### config.mk
export PLATFORM = sky130hd
export DESIGN_NAME = pc_sequencer_flat
export DESIGN_NICKNAME = d
export VERILOG_FILES = /design/src/rtl/pc_sequencer_pkg.sv /design/src/rtl/pc_sequencer_if.sv /design/src/rtl/pc_sequencer_return_stack.sv /design/src/rtl/pc_sequencer.sv /design/src/flat_wrapper.sv
export SDC_FILE = /design/constraint.sdc
export NUM_CORES = 1
export LEC_CHECK = 0
export BUFFER_PORTS_ARGS = -buffer_cell sky130_fd_sc_hd__buf_2
export CORE_ASPECT_RATIO = 0.9
export CORE_MARGIN = 3
export CORE_UTILIZATION = 40
export DETAILED_ROUTE_END_ITERATION = 10
export PLACE_DENSITY_LB_ADDON = 0.3
export RECOVER_POWER = 50
export SYNTH_ARGS = -nofsm -noshare
export SYNTH_HDL_FRONTEND = slang
export SYNTH_SLANG_ARGS = --single-unit
### constraint.sdc
create_clock -name clk -period 4.8 [get_ports clk]
set_input_delay 0.72 -clock clk [delete_from_list [all_inputs] [get_ports clk]]
set_output_delay 0.72 -clock clk [all_outputs]
set_load 0.01 [all_outputs]
### src/rtl/pc_sequencer_pkg.sv
// Shared next-PC mode encodings for the FRANK6000 PC sequencer and control unit.
package pc_sequencer_pkg;

  typedef logic [1:0] jmode_t;

  localparam jmode_t JM_SEQ  = 2'b00;
  localparam jmode_t JM_ABS  = 2'b01;
  localparam jmode_t JM_RET  = 2'b10;
  localparam jmode_t JM_SKIP = 2'b11;

endpackage

### src/rtl/pc_sequencer_if.sv
// Control-unit <-> PC sequencer bundle: next-PC controls in, PC and stack status out.
interface pc_sequencer_if #(
  parameter int PC_W        = 10,
  parameter int STACK_DEPTH = 8
);
  import pc_sequencer_pkg::*;

  localparam int CNT_W = $clog2(STACK_DEPTH) + 1;

  logic             pc_en;
  logic             jump;
  jmode_t           j_mode;
  logic             call;
  logic             ret;
  logic [PC_W-1:0]  target;
  logic             skip_cond;
  logic             clr_err;
  logic [PC_W-1:0]  pc;
  logic [CNT_W-1:0] stack_cnt;
  logic             stack_ovf;
  logic             stack_unf;

  modport master (
    output pc_en, jump, j_mode, call, ret, target, skip_cond, clr_err,
    input  pc, stack_cnt, stack_ovf, stack_unf
  );

  modport slave (
    input  pc_en, jump, j_mode, call, ret, target, skip_cond, clr_err,
    output pc, stack_cnt, stack_ovf, stack_unf
  );

endinterface

### src/rtl/pc_sequencer_return_stack.sv
// Circular hardware return-address stack with a registered top-of-stack latch
// and sticky overflow/underflow flags.
module pc_sequencer_return_stack #(
  parameter int              PC_W        = 10,
  parameter int              STACK_DEPTH = 8,
  parameter logic [PC_W-1:0] RESET_VEC   = '0,
  localparam int             SP_W        = $clog2(STACK_DEPTH),
  localparam int             CNT_W       = SP_W + 1
) (
  input  logic             clk,
  input  logic             rst,
  input  logic             i_push,
  input  logic             i_pop,
  input  logic [PC_W-1:0]  i_push_data,
  input  logic             i_clr_err,
  output logic [PC_W-1:0]  o_tos,
  output logic [CNT_W-1:0] o_cnt,
  output logic             o_ovf,
  output logic             o_unf
);

  localparam logic [CNT_W-1:0] FULL = CNT_W'(STACK_DEPTH);

  logic [PC_W-1:0]  r_mem [STACK_DEPTH];
  logic [SP_W-1:0]  r_sp;
  logic [CNT_W-1:0] r_cnt;
  logic [PC_W-1:0]  r_tos;
  logic             r_ovf;
  logic             r_unf;
  logic             w_full;
  logic             w_empty;
  logic             w_pop;

  assign w_full  = (r_cnt == FULL);
  assign w_empty = (r_cnt == '0);
  // A push in the same cycle swallows the pop completely.
  assign w_pop   = i_pop & ~i_push;

  always_ff @(posedge clk) begin
    if (i_push) r_mem[r_sp] <= i_push_data;
  end

  always_ff @(posedge clk or posedge rst) begin
    if (rst) begin
      r_sp  <= '0;
      r_cnt <= '0;
      r_tos <= RESET_VEC;
      r_ovf <= 1'b0;
      r_unf <= 1'b0;
    end else begin
      if (i_push) begin
        r_sp <= r_sp + SP_W'(1);
        if (!w_full) r_cnt <= r_cnt + CNT_W'(1);
      end else if (w_pop) begin
        if (!w_empty) begin
          r_tos <= r_mem[r_sp - SP_W'(1)];
          r_sp  <= r_sp - SP_W'(1);
          r_cnt <= r_cnt - CNT_W'(1);
        end else begin
          r_tos <= RESET_VEC;
        end
      end

      if (i_push && w_full)      r_ovf <= 1'b1;
      else if (i_clr_err)        r_ovf <= 1'b0;

      if (w_pop && w_empty)      r_unf <= 1'b1;
      else if (i_clr_err)        r_unf <= 1'b0;
    end
  end

  assign o_tos = r_tos;
  assign o_cnt = r_cnt;
  assign o_ovf = r_ovf;
  assign o_unf = r_unf;

endmodule

### src/rtl/pc_sequencer.sv
// FRANK6000 program-counter sequencer: PC register, next-PC mux and the
// return-address stack that backs CALL/RETRN.
module pc_sequencer #(
  parameter int              PC_W        = 10,
  parameter int              STACK_DEPTH = 8,
  parameter logic [PC_W-1:0] RESET_VEC   = '0
) (
  input  logic           clk,
  input  logic           rst,
  pc_sequencer_if.slave  bus
);
  import pc_sequencer_pkg::*;

  logic [PC_W-1:0] r_pc;
  logic [PC_W-1:0] w_pc_inc;
  logic [PC_W-1:0] w_pc_nxt;
  logic [PC_W-1:0] w_tos;
  logic            w_push;

  assign w_pc_inc = r_pc + PC_W'(1);
  assign w_push   = bus.pc_en & bus.jump & bus.call & (bus.j_mode == JM_ABS);

  // Return mode is checked first and does not need jump asserted.
  always_comb begin
    w_pc_nxt = w_pc_inc;
    if (bus.j_mode == JM_RET)
      w_pc_nxt = w_tos;
    else if (bus.jump && (bus.j_mode == JM_ABS))
      w_pc_nxt = bus.target;
    else if (bus.jump && (bus.j_mode == JM_SKIP) && bus.skip_cond)
      w_pc_nxt = r_pc + PC_W'(2);
  end

  always_ff @(posedge clk or posedge rst) begin
    if (rst)            r_pc <= RESET_VEC;
    else if (bus.pc_en) r_pc <= w_pc_nxt;
  end

  pc_sequencer_return_stack #(
    .PC_W        (PC_W),
    .STACK_DEPTH (STACK_DEPTH),
    .RESET_VEC   (RESET_VEC)
  ) u_stack (
    .clk         (clk),
    .rst         (rst),
    .i_push      (w_push),
    .i_pop       (bus.ret),
    .i_push_data (w_pc_inc),
    .i_clr_err   (bus.clr_err),
    .o_tos       (w_tos),
    .o_cnt       (bus.stack_cnt),
    .o_ovf       (bus.stack_ovf),
    .o_unf       (bus.stack_unf)
  );

  assign bus.pc = r_pc;

endmodule

### src/flat_wrapper.sv
// flat-port wrapper written by rule: the top's interface ports become plain ports
module pc_sequencer_flat import pc_sequencer_pkg::*;
#(
  parameter int              PC_W        = 10,
  parameter int              STACK_DEPTH = 8,
  parameter logic [PC_W-1:0] RESET_VEC   = '0
)
  (clk, rst, bus_pc_en, bus_jump, bus_j_mode, bus_call, bus_ret, bus_target, bus_skip_cond, bus_clr_err, bus_pc, bus_stack_cnt, bus_stack_ovf, bus_stack_unf);
  pc_sequencer_if #(.PC_W(PC_W), .STACK_DEPTH(STACK_DEPTH)) bus_i ();
  input  logic clk;
  input  logic rst;
  input wire logic [$bits(bus_i.pc_en)-1:0] bus_pc_en;
  input wire logic [$bits(bus_i.jump)-1:0] bus_jump;
  input wire logic [$bits(bus_i.j_mode)-1:0] bus_j_mode;
  input wire logic [$bits(bus_i.call)-1:0] bus_call;
  input wire logic [$bits(bus_i.ret)-1:0] bus_ret;
  input wire logic [$bits(bus_i.target)-1:0] bus_target;
  input wire logic [$bits(bus_i.skip_cond)-1:0] bus_skip_cond;
  input wire logic [$bits(bus_i.clr_err)-1:0] bus_clr_err;
  output wire logic [$bits(bus_i.pc)-1:0] bus_pc;
  output wire logic [$bits(bus_i.stack_cnt)-1:0] bus_stack_cnt;
  output wire logic [$bits(bus_i.stack_ovf)-1:0] bus_stack_ovf;
  output wire logic [$bits(bus_i.stack_unf)-1:0] bus_stack_unf;
  assign bus_i.pc_en = bus_pc_en;
  assign bus_i.jump = bus_jump;
  assign bus_i.j_mode = bus_j_mode;
  assign bus_i.call = bus_call;
  assign bus_i.ret = bus_ret;
  assign bus_i.target = bus_target;
  assign bus_i.skip_cond = bus_skip_cond;
  assign bus_i.clr_err = bus_clr_err;
  assign bus_pc = bus_i.pc;
  assign bus_stack_cnt = bus_i.stack_cnt;
  assign bus_stack_ovf = bus_i.stack_ovf;
  assign bus_stack_unf = bus_i.stack_unf;
  pc_sequencer #(.PC_W(PC_W), .STACK_DEPTH(STACK_DEPTH), .RESET_VEC(RESET_VEC)) u_core (.clk(clk), .rst(rst), .bus(bus_i));
endmodule
; ---- Yosys cells after proc, flatten, opt, wreduce, memory -nomap -nowiden
; Memory sizes are Yosys's and may differ from the RTL's.
; Cells that the tools add are included.
[word_totals]
ff_bits = 29
latch_bits = 0
mem_bits_rw = 80
mem_bits_ro = 0
in_bits = 20
output_inout_bits = 16
word_cells = 52
memories = 1
[op_classes]
n_addsub = 6
multipliers = 0
n_div = 0
n_lt_le_gt_ge = 0
n_eq_ne = 6
n_shift = 0
n_mux = 16
bitwise_logic = 5
n_reduce_logical = 12
[mem_list]
columns = name, depth, word_bits, rd, rd_ports_with_merged_regs, write_ports, line_no
row1 = u_core.u_stack.r_mem, 8, 10, 1, 0, 1, pc_sequencer_return_stack.sv:24  ; logic [PC_W-1:0] r_mem [STACK_DEPTH];
[ops]
columns = operator, count
row1 = $mux 10, 4
row2 = $mux 4, 4
row3 = $add 10x1->10 const B, 1
row4 = $add 10x2->10 const B, 1
row5 = $mux 3, 3
row6 = $reduce_bool 2->1, 3
row7 = $logic_and 1x1->1, 5
row8 = $mux 1, 5
row9 = $add 4x1->4 const B, 1
row10 = $and 1x1->1, 4
row11 = $eq 2x2->1 const B, 2
row12 = $eq 4x4->1 const B, 1
row13 = $logic_not 4->1, 1
row14 = $ne 2x2->1 const B, 2
row15 = $reduce_and 2->1, 2
row16 = $sub 4x1->4 const B, 1
row17 = $add 3x1->3 const B, 1
row18 = $reduce_and 3->1, 1
row19 = $sub 3x1->3 const B, 1
row20 = $eq 2x1->1 const B, 1
row21 = $not 1->1, 1

; ---- Longest topological paths before layout
[logic_depth]
word_depth = 7
depth_mapped = 9
ltp_nobuf = 8

; ---- Hierarchy
; From an unflattened synthesis, not the netlist that was laid out.
[unflattened]
hier_cells = 404
hier_area_um2 = 5134.9
[modules_own_cells]
columns = mod, instances, cells_per_inst, area_each_um2, seq_area_each_um2
row1 = pc_sequencer_return_stack, 1, 280, 4172.8, 2877.8
row2 = pc_sequencer, 1, 124, 962.2, 250.2

; ---- Worst setup path before layout
; No wires, ideal clock.
[synth_path]
path_kind = input to register
start = input bus_pc_en
end = memory u_core.u_stack.r_mem[0][0], enable pin
setup_ps = 404
arrival_time_ps = 2336
t_required_ps = 4396
setup_slack_ps = 2060
path_stages = 5
n_path_buf = 1
path_cell_list = clkbuf_1 nand2_1 nor2_1 inv_2 nor4_1
[synth_via]
elab_chain_len = 5
[synth_lines]
columns = item, line_no
row1 = "start, declared", flat_wrapper.sv:12  ; input wire logic [$bits(bus_i.pc_en)-1:0] bus_pc_en;
row2 = $and 1x1->1 (3 in a row), pc_sequencer.sv:21  ; assign w_push = bus.pc_en & bus.jump & bus.call & (bus.j_mode == JM_ABS);
row3 = $mux 1, pc_sequencer_return_stack.sv:40  ; if (i_push) r_mem[r_sp] <= i_push_data;
row4 = $mux 1 (not written as such), pc_sequencer_return_stack.sv:40
row5 = "end, declared", pc_sequencer_return_stack.sv:24
; No other way between the ends.

; ---- Final worst setup path
[layout_path]
start = input bus_j_mode[1]
end = memory u_core.u_stack.r_mem[3][8], enable pin
[layout_via]
elab_chain_len = 4
[layout_lines]
columns = item, line_no
row1 = "start, declared", flat_wrapper.sv:14  ; input wire logic [$bits(bus_i.j_mode)-1:0] bus_j_mode;
row2 = $eq 2x1->1, pc_sequencer.sv:21
row3 = $and 1x1->1, pc_sequencer.sv:21
row4 = $mux 1, pc_sequencer_return_stack.sv:40
row5 = $mux 1 (not written as such), pc_sequencer_return_stack.sv:40
; No other way between the ends.

==> results.cfg <==
[yosys]
post_synth_arst_share_pct = 26.6
synth_top_cells_by_count = edfxtp_1 (80), dfrtp_1 (29), mux4_2 (20), nor2_1 (19), nand2_1 (16)
synth_area_mm2 = 0.00490
synth_cell_types = 57
ys.flop_type = edfxtp_1
syn_avg_cell_area_um2 = 15.1
post-synth-top-count-cell = edfxtp_1
synth_top_cells_by_area = edfxtp_1 (49%), dfrtp_1 (15%), mux4_2 (9.2%)
synthDominantAreaCellType = edfxtp_1
synth-edff-count = 80
fraction_of_the_yosys_area_taken_by_sequential_cells_pct = 63.9
postSynthRegisterBits = 109
synthDominantCellAreaShare_pct = 49.1
post_synthesis_instance_total = 325
synth-warning-count = 0
postSynthNetCount = 351

[global_route]
grt_overflow_total = 0
global_route.usage.met1_pct = 22.6
grt-busiest-layer = met2
grt_start_max_net_pins = 30
antenna_found_initial = 0
first_global_vias = 2947
gr-usage-met3_pct = 5.10
met2_resource_use_gr_pct = 25.3
groute.usage.overall_pct = 16.3
grt_first_pass_wirelength_um = 16600

[floorplan]
die_ar_mm2 = 0.0136
die_w_um = 123
effective_utilization_at_floorplan_pct = 41.8
fp.coreArea_mm2 = 0.0117
die-height_um = 111
ioPinCount = 36
core.rowCount = 37

[outcome]
run_status = complete, but fails checks
violations = max-capacitance violations, max-slew violations

[worst_hold_path]
min-delay-start = u_core.u_stack.o_tos[3]
hold_wc_path_type = flip-flop to flip-flop
hold_end = u_core.u_stack.o_tos[3]
worstHoldPathCells = 1

[clocking]
cts.path.max_buffers = 2
clock-sinks = 109
post_cts.resized_instances = 0
cts_setup_buffers = 0
clock-root-buffer = clkbuf_16
clock_insertion_delay_worst_skew_ns = 0.36
cts.clk_slew.worst_paths_ns = 0.07
cts_hold_buffers = 0
tritoncts = done
cts_inserted_buffers = 9
cts.htree.levels = 3

[worst_setup_path]
critical_path.reg2reg.endpoint = u_core.u_stack.o_tos[3]
worst-path-max-fanout = 11
r2r.worst_path.cells = 6
cp-end-kind = flip-flop
setup.reg_to_reg.worst_slack_ns = 2.13
critical_path_class = input pin to flip-flop
worst_ep_arrival_time_ns = 2.66
cp-start-kind = input pin
worstPathRequired_ns = 4.77
reg2reg_from = u_core.u_stack.r_sp[0]
timing.critical_path.from = bus_j_mode[1]

[cells_and_area]
synthesis_to_finish_area_growth_pct = 11.8
layout_net_count = 386
layout.cell_area.non_filler_mm2 = 0.00547
final_layout_size_suffix_gt1_share_pct = 18.4
insertedDiodeCount = 0

[detailed_routing]
vias = 2928
drt_wl_cell_um = 19.9
aggregate_routed_wire_length_um = 10300
drt_pre_antenna_iters = 5
antenna_violation_net_count_after_detailed_routing = 0
drc = 0
detail_route.iter0.violations = 325
post_drt_via_cell_ratio = 5.62

[timing]
rsz0062_at_grt = false
fin_tns_setup_ns = 0
finalWorstPathRequiredPeriod_ns = 2.69
fin_crit_sh_pct = 56.1
final.setup_skew_ns = 0.0126
maxSlewHeadroom_pct = -10.1
timing.final.hold_violations = 0
achievable-frequency_ghz = 0.371
worst_slew_pin_slew_ns = 1.65
slew_violations = 30
setup-violations-final = 0

[placement]
gp_routability_congestion = 0.844
placed_area_mm2 = 0.00523
place_hpwl_um = 7140
io_buffers = 35

[pwr]
ir_drop_mv = 0.215
report.power.total_mw = 3.12
power_leakage_nw = 1.92
power.density_mw_per_mm2 = 570

[job]
max_cap_violations = 1
==> kinds of logic (layout without fill, tap and decap cells) <==
family | Yosys count | after routing | synth area share (%)
buffers and inverters | 30 | 70 | 2.76
xor gates and xnor gates | 14 | 14 | 2.50
and+or+nand+nor | 72 | 72 | 7.90
muxes | 36 | 36 | 12.6
AOI/OAI and AO/OA | 58 | 58 | 8.84
DFF | 109 | 109 | 63.9
adders and majority gates | 6 | 6 | 1.53
==> worst max path at each step <==
stage	endpoint	slack, ns	depth (start not counted)
final	u_core.u_stack.r_mem[3][8]	2.11	5
after global routing	u_core.u_stack.o_tos[3]	1.87	6
after CTS	u_core.u_stack.o_tos[3]	2.02	6
after detailed placement	u_core.u_stack.r_mem[0][3]	1.66	5
after global placement	u_core.u_stack.r_mem[0][1]	1.76	5
after floorplan	u_core.u_stack.r_mem[0][0]	2.06	5
==> report_power, final <==
part | internal [mW] | switching (mW) | leakage [nW]
combinational | 0.492 | 0.588 | 0.714
sequential | 1.20 | 0.140 | 1.08
clock | 0.357 | 0.338 | 0.129
==> layer usage <==
| metal | share of wire [%] | routed length [um] | up-vias |
|---|---|---|---|
| met5 | 0 | 0 | - |
| met4 | 0.89 | 92 | 0 |
| met3 | 5.4 | 559 | 8 |
| met2 | 48 | 4980 | 83 |
| met1 | 46 | 4710 | 1506 |
| li1 | - | - | 1331 |
==> stage by stage <==
stage               util, %  hold WS, ns  cells  setup slack (ns)
global route           46.7        0.530    521              1.87
global placement       44.7        0.480    504              1.76
CTS                    47.0        0.437    520              2.02
floorplan                 -        0.451    325              2.06
finish                 46.7        0.500    521              2.11
detailed placement     44.7        0.479    504              1.66
==> critical path, cell delays in order <==
cell	delay (ns)
clkbuf_1	0.12
nand3b_1	0.44
nor2_1	0.36
nand2_1	0.17
nor2_1	0.84
==> sequential cells by signal, indices dropped and copies added, names as in the netlist <==
| name | flops |
|---|---|
| u_core.bus.pc | 10 |
| u_core.u_stack.r_mem | 80 |
| u_core.u_stack.o_tos | 10 |
| u_core.u_stack.o_ovf | 1 |
| u_core.u_stack.r_sp | 3 |
| u_core.u_stack.o_cnt | 4 |
| u_core.u_stack.o_unf | 1 |
==> cell usage in the layout (no fill, tap or decap), drive strengths merged, types with 2 or more instances in the layout <==
| cell type | Yosys | layout |
|---|---|---|
| mux2i | 14 | 14 |
| a31oi | 4 | 4 |
| o2bb2ai | 11 | 11 |
| mux2 | 2 | 2 |
| o21ai | 7 | 7 |
| a21o | 3 | 3 |
| nand2 | 16 | 16 |
| o22ai | 5 | 5 |
| a211oi | 3 | 3 |
| ha | 6 | 6 |
| or2 | 2 | 2 |
| xor2 | 4 | 4 |
| clkinvlp | 0 | 2 |
| a22o | 2 | 2 |
| mux4 | 20 | 20 |
| clkbuf | 7 | 29 |
| nor4b | 4 | 4 |
| a21oi | 6 | 6 |
| o21a | 2 | 2 |
| nand3 | 5 | 5 |
| xnor2 | 10 | 10 |
| nand4 | 6 | 6 |
| nor2 | 19 | 19 |
| nor3 | 7 | 7 |
| edfxtp | 80 | 80 |
| buf | 12 | 24 |
| inv | 11 | 13 |
| o31ai | 2 | 2 |
| dfrtp | 29 | 29 |
| clkinv | 0 | 2 |
| nand2b | 4 | 4 |
| a21boi | 2 | 2 |
==> area by class of cell <==
type / instances / area [um^2]
well taps: 156 / 195
fillers: 1031 / 6240
inverters: 11 / 41.3
repair buffers: 43 / 210
clock inverters: 6 / 47.5
clock buffers: 10 / 229
flip-flops and latches: 109 / 3130
multi-input cells: 186 / 1620
(Power assumes the default switching activity.)
